`config.mk`:
```
export PLATFORM = sky130hd
export DESIGN_NAME = seq_1001_mux_ctrl
export DESIGN_NICKNAME = d
export VERILOG_FILES = /design/src/rtl/seq_pkg.sv /design/src/rtl/seq_1001_step.sv /design/src/rtl/seq_1001_mux_ctrl.sv
export SDC_FILE = /design/constraint.sdc
export NUM_CORES = 1
export LEC_CHECK = 0
export CAP_MARGIN = 5
export CORE_ASPECT_RATIO = 0.7
export CORE_UTILIZATION = 50
export DETAILED_ROUTE_END_ITERATION = 8
export PLACE_DENSITY = 0.83
export SYNTH_ARGS = -nofsm -noshare
export SYNTH_HDL_FRONTEND = slang
export SYNTH_HIERARCHICAL = 1
export SYNTH_SLANG_ARGS = --single-unit
```
`constraint.sdc`:
```
create_clock -name clk -period 3.4 [get_ports clk]
set_input_delay 0.68 -clock clk [delete_from_list [all_inputs] [get_ports clk]]
set_output_delay 0.68 -clock clk [all_outputs]
set_load 0.05 [all_outputs]
```
`src/rtl/seq_pkg.sv`:
```
// Shared FSM encodings for the serial pattern detectors in this codebase.
package seq_pkg;

  typedef enum logic [1:0] {
    S0   = 2'd0,
    S1   = 2'd1,
    S10  = 2'd2,
    S100 = 2'd3
  } state_t;

endpackage

```
`src/rtl/seq_1001_step.sv`:
```
// Combinational "1001" Mealy step: (state, bit) -> (next state, hit). Overlapping matches allowed.
module seq_1001_step
  import seq_pkg::*;
(
  input  state_t st,
  input  logic   in_bit,
  output state_t nxt,
  output logic   hit
);

  always_comb begin
    nxt = S0;
    hit = 1'b0;
    case (st)
      S0:   nxt = in_bit ? S1 : S0;
      S1:   nxt = in_bit ? S1 : S10;
      S10:  nxt = in_bit ? S1 : S100;
      S100: begin
        nxt = in_bit ? S1 : S0;
        hit = in_bit;
      end
      default: nxt = S0;
    endcase
  end

endmodule

```
`src/rtl/seq_1001_mux_ctrl.sv`:
```
// Round-robin time-multiplexed "1001" detector over NCH serial channels with per-channel
// saved context and saturating match counters; one bit is consumed per cycle, result registered.
module seq_1001_mux_ctrl
  import seq_pkg::*;
#(
  parameter int NCH = 4,
  parameter int CW  = 8
) (
  input  logic                   clk,
  input  logic                   rst,
  input  logic                   clr,
  input  logic [NCH-1:0]         req,
  input  logic [NCH-1:0]         din,
  output logic [NCH-1:0]         ack,
  output logic                   det_valid,
  output logic [$clog2(NCH)-1:0] det_ch,
  output logic                   det_out,
  input  logic [$clog2(NCH)-1:0] cnt_sel,
  output logic [CW-1:0]          cnt_rd
);

  localparam int PW = $clog2(NCH);

  state_t          ctx_q [NCH];
  state_t          ctx_d [NCH];
  logic [CW-1:0]   cnt_q [NCH];
  logic [CW-1:0]   cnt_d [NCH];
  logic [PW-1:0]   ptr_q, ptr_d;
  logic            det_valid_q, det_valid_d;
  logic [PW-1:0]   det_ch_q, det_ch_d;
  logic            det_out_q, det_out_d;

  logic            gnt_vld;
  logic [PW-1:0]   gnt_idx;
  logic [PW-1:0]   cand;
  int              s;
  state_t          step_nxt;
  logic            step_hit;

  // Search ptr, ptr+1, ... wrapping; first requester wins.
  always_comb begin
    gnt_vld = 1'b0;
    gnt_idx = '0;
    cand    = '0;
    s       = 0;
    for (int k = 0; k < NCH; k++) begin
      s = int'(ptr_q) + k;
      if (s >= NCH) s = s - NCH;
      cand = PW'(s);
      if (!gnt_vld && req[cand]) begin
        gnt_vld = 1'b1;
        gnt_idx = cand;
      end
    end
  end

  always_comb begin
    ack = '0;
    if (gnt_vld && !clr && !rst) ack[gnt_idx] = 1'b1;
  end

  seq_1001_step u_step (
    .st     (ctx_q[gnt_idx]),
    .in_bit (din[gnt_idx]),
    .nxt    (step_nxt),
    .hit    (step_hit)
  );

  always_comb begin
    ctx_d       = ctx_q;
    cnt_d       = cnt_q;
    ptr_d       = ptr_q;
    det_valid_d = 1'b0;
    det_out_d   = 1'b0;
    det_ch_d    = det_ch_q;
    if (clr) begin
      for (int i = 0; i < NCH; i++) begin
        ctx_d[i] = S0;
        cnt_d[i] = '0;
      end
      ptr_d = '0;
    end else if (gnt_vld) begin
      ctx_d[gnt_idx] = step_nxt;
      ptr_d          = (gnt_idx == PW'(NCH - 1)) ? '0 : gnt_idx + PW'(1);
      det_valid_d    = 1'b1;
      det_ch_d       = gnt_idx;
      det_out_d      = step_hit;
      if (step_hit && (cnt_q[gnt_idx] != {CW{1'b1}}))
        cnt_d[gnt_idx] = cnt_q[gnt_idx] + CW'(1);
    end
  end

  always_ff @(posedge clk or posedge rst) begin
    if (rst) begin
      for (int i = 0; i < NCH; i++) begin
        ctx_q[i] <= S0;
        cnt_q[i] <= '0;
      end
      ptr_q       <= '0;
      det_valid_q <= 1'b0;
      det_ch_q    <= '0;
      det_out_q   <= 1'b0;
    end else begin
      for (int i = 0; i < NCH; i++) begin
        ctx_q[i] <= ctx_d[i];
        cnt_q[i] <= cnt_d[i];
      end
      ptr_q       <= ptr_d;
      det_valid_q <= det_valid_d;
      det_ch_q    <= det_ch_d;
      det_out_q   <= det_out_d;
    end
  end

  assign det_valid = det_valid_q;
  assign det_ch    = det_ch_q;
  assign det_out   = det_out_q;
  // Pre-edge value by construction: reads the flops, not the next-state.
  assign cnt_rd    = cnt_q[cnt_sel];

endmodule

```
# Yosys cells after proc, flatten, opt, wreduce, memory -nomap -nowiden
# Cells that the tools add are included.
# classes
n_addsub	9
magnitude_cmp	13
n_eq_ne	5
muxes	57
bitwise_logic	3
reduce_logical	19
# ops
cell	n
$mux W32	3
$mux W8	7
$bmux W8 S2	2
$bwmux W32	1
$mux W2	16
$demux W8 S2	1
$mux W1	16
$ge A3 B3 Y1 const B	5
$lt A2 B3 Y1 const B	5
$bmux W1 S2	5
$add A8 B1 Y8 const B	1
$bwmux W8	1
$logic_and A1 B1 Y1	8
$ne A8 B8 Y1 const B	1
$sub A2 B1 Y2 const B	4
$add A2 B2 Y3 const B	2
$eq A2 B2 Y1 const B	3
$not A2 Y3	2
$pmux W2 S3	1
$logic_not A1 Y1	5
$bmux W2 S2	1
$demux W2 S2	1
$mux W4	1
$reduce_and A2 Y1	2
11 further kinds	12
# word_totals
register_bits	46
input_bits	13
output_inout_bits	16
elab_cells	118

# Logic depth before layout (Yosys ltp)
# depth
depth_word	24
depth_mapped	15
depth_no_buf	13

# By module
# Netlist, hierarchy kept.
# modules_own_cells
module	n_inst	cells_each	area_per_inst_um2	seq_area_each_um2
seq_1001_mux_ctrl	1	306	2889.0	1151.1
seq_1001_step	1	11	72.6	0.0

# Least setup slack after synthesis
# OpenSTA, ideal clock, no wires.
# synth_path
path_kind	input port to flip-flop
start	input port req[2]
end	register cnt_q[2] (netlist name)
setup_time_ns	0.066
arrival_ns	3.355
required_time_ns	3.334
slack_ns	-0.021
cell_stages	13
path_buffers	2
path_cell_list	nor2b_2 a211o_2 nand2_4 buf_4 a211oi_1 or2_2 inv_1 ha_1 inv_1 or4b_1 buf_4 a41oi_4 a22o_1
# synth_via
elab_chain_cells	21
elab_cells_between_ends	48
cone_classes	add/sub: 1; order compare: 2; eq/ne: 2; mux: 31; bitwise: 1; reduce/logical: 11
# synth_rtl
item	line_no	rtl
from (decl)	seq_1001_mux_ctrl.sv:12	input logic [NCH-1:0] req,
$bmux W1 S2	seq_1001_mux_ctrl.sv:50	if (!gnt_vld && req[cand]) begin
$mux W1 (implied by the code)	seq_1001_mux_ctrl.sv:50	
$mux W1	seq_1001_mux_ctrl.sv:50	
$logic_not A1 Y1	seq_1001_mux_ctrl.sv:50	
$logic_and A1 B1 Y1	seq_1001_mux_ctrl.sv:50	
$mux W1	seq_1001_mux_ctrl.sv:50	
$logic_not A1 Y1	seq_1001_mux_ctrl.sv:50	
$logic_and A1 B1 Y1	seq_1001_mux_ctrl.sv:50	
(+4 left out)	-	
$not A2 Y3 (implied by the code)	seq_1001_mux_ctrl.sv:63, seq_1001_mux_ctrl.sv:88, seq_1001_mux_ctrl.sv:89	
$bmux W8 S2 (tied with other cells)	seq_1001_mux_ctrl.sv:88, seq_1001_mux_ctrl.sv:89	
$mux W8 (implied by the code) (tied with other cells) (2 in a row)	seq_1001_mux_ctrl.sv:88, seq_1001_mux_ctrl.sv:89	
$add A8 B1 Y8 (tied with other cells)	seq_1001_mux_ctrl.sv:89	cnt_d[gnt_idx] = cnt_q[gnt_idx] + CW'(1);
$bwmux W32 / $mux W1 (equally long branches)	seq_1001_mux_ctrl.sv:89, seq_1001_step.sv:14	
$mux W32 / $logic_and A1 B1 Y1 (equally long branches)	seq_1001_mux_ctrl.sv:88	if (step_hit && (cnt_q[gnt_idx] != {CW{1'b1}}))
$mux W32 / $reduce_bool A2 Y1 (equally long branches)	-	
$mux W32 / $reduce_and A2 Y1 (equally long branches)	-	
to (signal, indexed assignment)	seq_1001_mux_ctrl.sv:106	cnt_q[i] <= cnt_d[i];
to (decl)	seq_1001_mux_ctrl.sv:26	logic [CW-1:0] cnt_q [NCH];
# Parallel ways exist; a longest one is shown, timed or not. The select of a mux whose other input is x is not followed.
# A chain may end at the register's enable or synchronous reset.

# Final worst setup path
# layout_path
start	input port req[0]
end	register cnt_q[0] (netlist name)
# The elaborated chain is that of the path after synthesis.

==> out/summary.txt <==
STATUS
--------------------------------------------------------------------------------------
Run status                                                                finished, final reports clean

DRT
--------------------------------------------------------------------------------------
Met3 routed wirelength                                                         1040 um
DRT antenna net count                                                                0
Count of TritonRoute iterations in the first routing pass                            5
Wire length on met1                                                            4030 um
Vias per Instance                                                                 6.40
Detailed-route DRC error count                                                       0
DR vias                                                                          3,051
DR WL met2                                                                     4320 um
Total detailed-routing wirelength                                              9660 um
Violation count after the first detailed-routing iteration                         378
Wirelength per Cell                                                            20.2 um
Top sig layer                                                                     met4

STA
--------------------------------------------------------------------------------------
Max-slew violation count                                                             0
Fin crit share                                                                   94.9%
Max-slew headroom at the worst pin                                               61.1%
Final hold violation count                                                           0
Maximum clock skew at final layout                                           0.0153 ns
Final setup violation count                                                          0
Setup_tns                                                                         0 ns
Minimum period implied by the final worst setup slack                          3.23 ns
Setup repair after global routing missed its margin                                 no
Achievable frequency                                                         0.310 GHz
Slew at the pin with the worst max-slew slack                                 0.582 ns

CELLS AND AREA
--------------------------------------------------------------------------------------
Sequential cell area                                                      0.00115 mm^2
Post-route non-filler standard cell count                                          477
Antenna diodes                                                                       0
P&R area growth vs syn                                                           37.6%
Fraction of layout instances using a drive strength above 1                      36.3%
Fillers                                                                            430
Multi-input combinational cell area                                       0.00184 mm^2
Number of nets in the layout                                                       422

CLOCK TREE
--------------------------------------------------------------------------------------
TritonCTS buffer count                                                               5
Clock transition at the registers of the reported paths                        0.09 ns
H-tree depth                                                                         2
Clock sink count                                                                    46
TritonCTS clock tree                                                             built
Root buffer cell                                                          sky130_fd_sc_hd__clkbuf_8
Hold-fix buffer count after cts                                                      0
Number of buffers between clock root and the deepest sink                            2
Clock latency reported for the late side of the worst-skew pair                0.31 ns

SYNTHESIS
--------------------------------------------------------------------------------------
Primary FF master, synth                                                  sky130_fd_sc_hd__dfrtp_1
Per-instance average area after synthesis                                    9.34 um^2
Leading post-synthesis cells by instance count                            sky130_fd_sc_hd__dfrtp_1 (46), sky130_fd_sc_hd__a21oi_1 (34), sky130_fd_sc_hd__nand2_1 (30), sky130_fd_sc_hd__nand3_1 (28)
FFs w/ async S/R, synth                                                           100%
Net Count, Synth                                                                   338
Most common cell in the synthesized netlist                               sky130_fd_sc_hd__dfrtp_1
YS warnings                                                                          6
Synth area leaders                                                        sky130_fd_sc_hd__dfrtp_1 (39%), sky130_fd_sc_hd__mux4_2 (6.1%), sky130_fd_sc_hd__a21oi_1 (5.7%), sky130_fd_sc_hd__nand3_1 (4.7%), sky130_fd_sc_hd__a211oi_1 (4.6%)
Total standard cell area after synthesis                                  0.00296 mm^2
Number of enable flip-flop cells after synthesis                                     0
Gate Count Post-Synth                                                              317
Distinct cell type count after synthesis                                            53
Fraction of post-synthesis cell area in the top cell type by area                38.9%
Number of synthesized register bits                                                 46
Most area-hungry cell type in the Yosys netlist                           sky130_fd_sc_hd__dfrtp_1
Sequential share of the synthesized area                                         38.9%

WORST SETUP PATH
--------------------------------------------------------------------------------------
Nature of the critical path startpoint                                       input pin
WS Path Type                                                                 in -> reg
Biggest fanout along the worst timing path                                           8
Worst reg-to-reg setup slack                                                   0.24 ns
Data arrival, critical path                                                    3.47 ns
Crit path required time                                                        3.65 ns
Critical path capture point type                                              register

POWER
--------------------------------------------------------------------------------------
Leakage                                                                        1.81 nW
Net Switching                                                                 0.793 mW
Part of the total power dissipated in the clock network                          21.1%
Internal cell power                                                            1.22 mW
Power per cell area                                                        493 mW/mm^2
VDD IR max                                                                      236 uV
Part of the power in combinational logic                                         47.5%
Portion of total power attributed to sequential cells                            31.4%
Switching portion of total power                                                 39.4%

FLOORPLAN
--------------------------------------------------------------------------------------
Number of placed I/O pins                                                           29
Core area                                                                 0.00573 mm^2
Die Height                                                                     66.4 um
Die area                                                                  0.00624 mm^2
Die Span X                                                                     94.0 um
Initial core utilization                                                         51.7%
Number of core rows                                                                 23

MIN PATH
--------------------------------------------------------------------------------------
Hold crit path type                                                         reg -> reg

PLACED DESIGN
--------------------------------------------------------------------------------------
Port buffer count                                                                   28
Weighted congestion reported at the end of routability-driven placement           1.00
Detailed-placement wirelength estimate                                         6730 um
Cell count after placement                                                         467

GLOBAL ROUTING
--------------------------------------------------------------------------------------
GRT Residual Overflow                                                                0
Wire length of the first global-routing pass                                 15,000 um
Gr usage total                                                                   32.6%
Vias in the first global route                                                   2,948
Maximum number of pins on one net before global-route repair                        38
Number of antenna violations at the first check in global routing                    0

JOB
--------------------------------------------------------------------------------------
Max capacitance violation total                                                      0

## cell usage in the layout (no fill, tap or decap), types with 6 or more instances in the layout
master / n
sky130_fd_sc_hd__a211oi_1: 10
sky130_fd_sc_hd__a211oi_2: 10
sky130_fd_sc_hd__a21oi_1: 30
sky130_fd_sc_hd__and3_1: 17
sky130_fd_sc_hd__buf_4: 75
sky130_fd_sc_hd__clkdlybuf4s50_1: 12
sky130_fd_sc_hd__dfrtp_1: 46
sky130_fd_sc_hd__ha_1: 7
sky130_fd_sc_hd__inv_1: 6
sky130_fd_sc_hd__mux4_2: 8
sky130_fd_sc_hd__nand2_1: 30
sky130_fd_sc_hd__nand3_1: 25
sky130_fd_sc_hd__nor2_1: 13
sky130_fd_sc_hd__nor3_1: 15
sky130_fd_sc_hd__o21ai_0: 11
## worst paths after layout
check,from,endpoint,cells after the start
setup / recovery,req[0],cnt_q[0],12
hold / removal,cnt_q[7],cnt_q[7],1
setup reg to reg,ptr_q[1],cnt_q[0],11
hold reg to reg,cnt_q[7],cnt_q[7],1
max in group asynchronous,rst,cnt_q[17],3
min in group asynchronous,rst,ctx_q[3],2
## final cells by class
type	count	area share, %
clock inverters	3	1.07
repair buffers	97	20.6
inverters	9	0.891
multi-input cells	242	45.1
clock buffers	5	1.69
well taps	75	2.30
flip-flops and latches	46	28.3
## registers in the layout, indices dropped and copies added, names as in the netlist
signal / cells
cnt_q: 32
ctx_q: 8
det_ch: 2
det_out: 1
det_valid: 1
ptr_q: 2
## through the flow
step | utilization, % | setup slack, ns | hold slack, ns | instance area, um^2 | total power, mW
finish | 71.1 | 0.174 | 0.524 | 4070 | 2.01
global route | 71.1 | 0.0739 | 0.550 | 4070 | 2.10
global placement | 65.8 | -0.349 | 0.492 | 3770 | 1.48
floorplan | - | 0.0330 | 0.464 | 2960 | 1.14
detailed placement | 65.8 | -0.452 | 0.499 | 3770 | 1.51
CTS | 68.5 | 0.00112 | 0.528 | 3920 | 1.95
## logic make-up after synthesis
group	after synthesis	share of synthesized area, %
AOI/OAI and AO/OA	89	21.0
buffers and inverters	29	4.65
xor gates and xnor gates	4	1.18
and+or+nand+nor	128	23.0
adders and majority gates	8	3.38
DFF	46	38.9
muxes	13	7.90
## power groups by stage
stage / clock (mW) / combinational (mW) / sequential (mW)
after floorplan: 0 / 0.475 / 0.661
after global placement: 0 / 0.848 / 0.634
after detailed placement: 0 / 0.874 / 0.637
after CTS: 0.425 / 0.894 / 0.628
after global routing: 0.452 / 1.01 / 0.637
final: 0.424 / 0.954 / 0.632
## critical path: stages
cell                            delay [ns]
sky130_fd_sc_hd__dlygate4sd2_1        0.27
sky130_fd_sc_hd__and2b_4              0.20
sky130_fd_sc_hd__o21bai_4             0.28
sky130_fd_sc_hd__and3_4               0.22
sky130_fd_sc_hd__a211oi_1             0.06
sky130_fd_sc_hd__or2_2                0.32
sky130_fd_sc_hd__inv_1                0.08
sky130_fd_sc_hd__ha_2                 0.18
sky130_fd_sc_hd__inv_1                0.05
sky130_fd_sc_hd__or4b_4               0.55
sky130_fd_sc_hd__a41oi_4              0.35
sky130_fd_sc_hd__a22o_1               0.22
## layer usage
layer  track usage, %  vias to the layer above
met4             12.9                        0
met5                0                        -
met3             5.75                       29
met2             49.2                      196
met1             46.5                     1477
li1                 -                     1349
## timing repair
item	in CTS	in global routing
setup buffers	0	2
cloned	0	0
setup endpoints to repair	33	35
pin swaps	1	8
gates resized for setup	7	30
(Power assumes the default switching activity.)
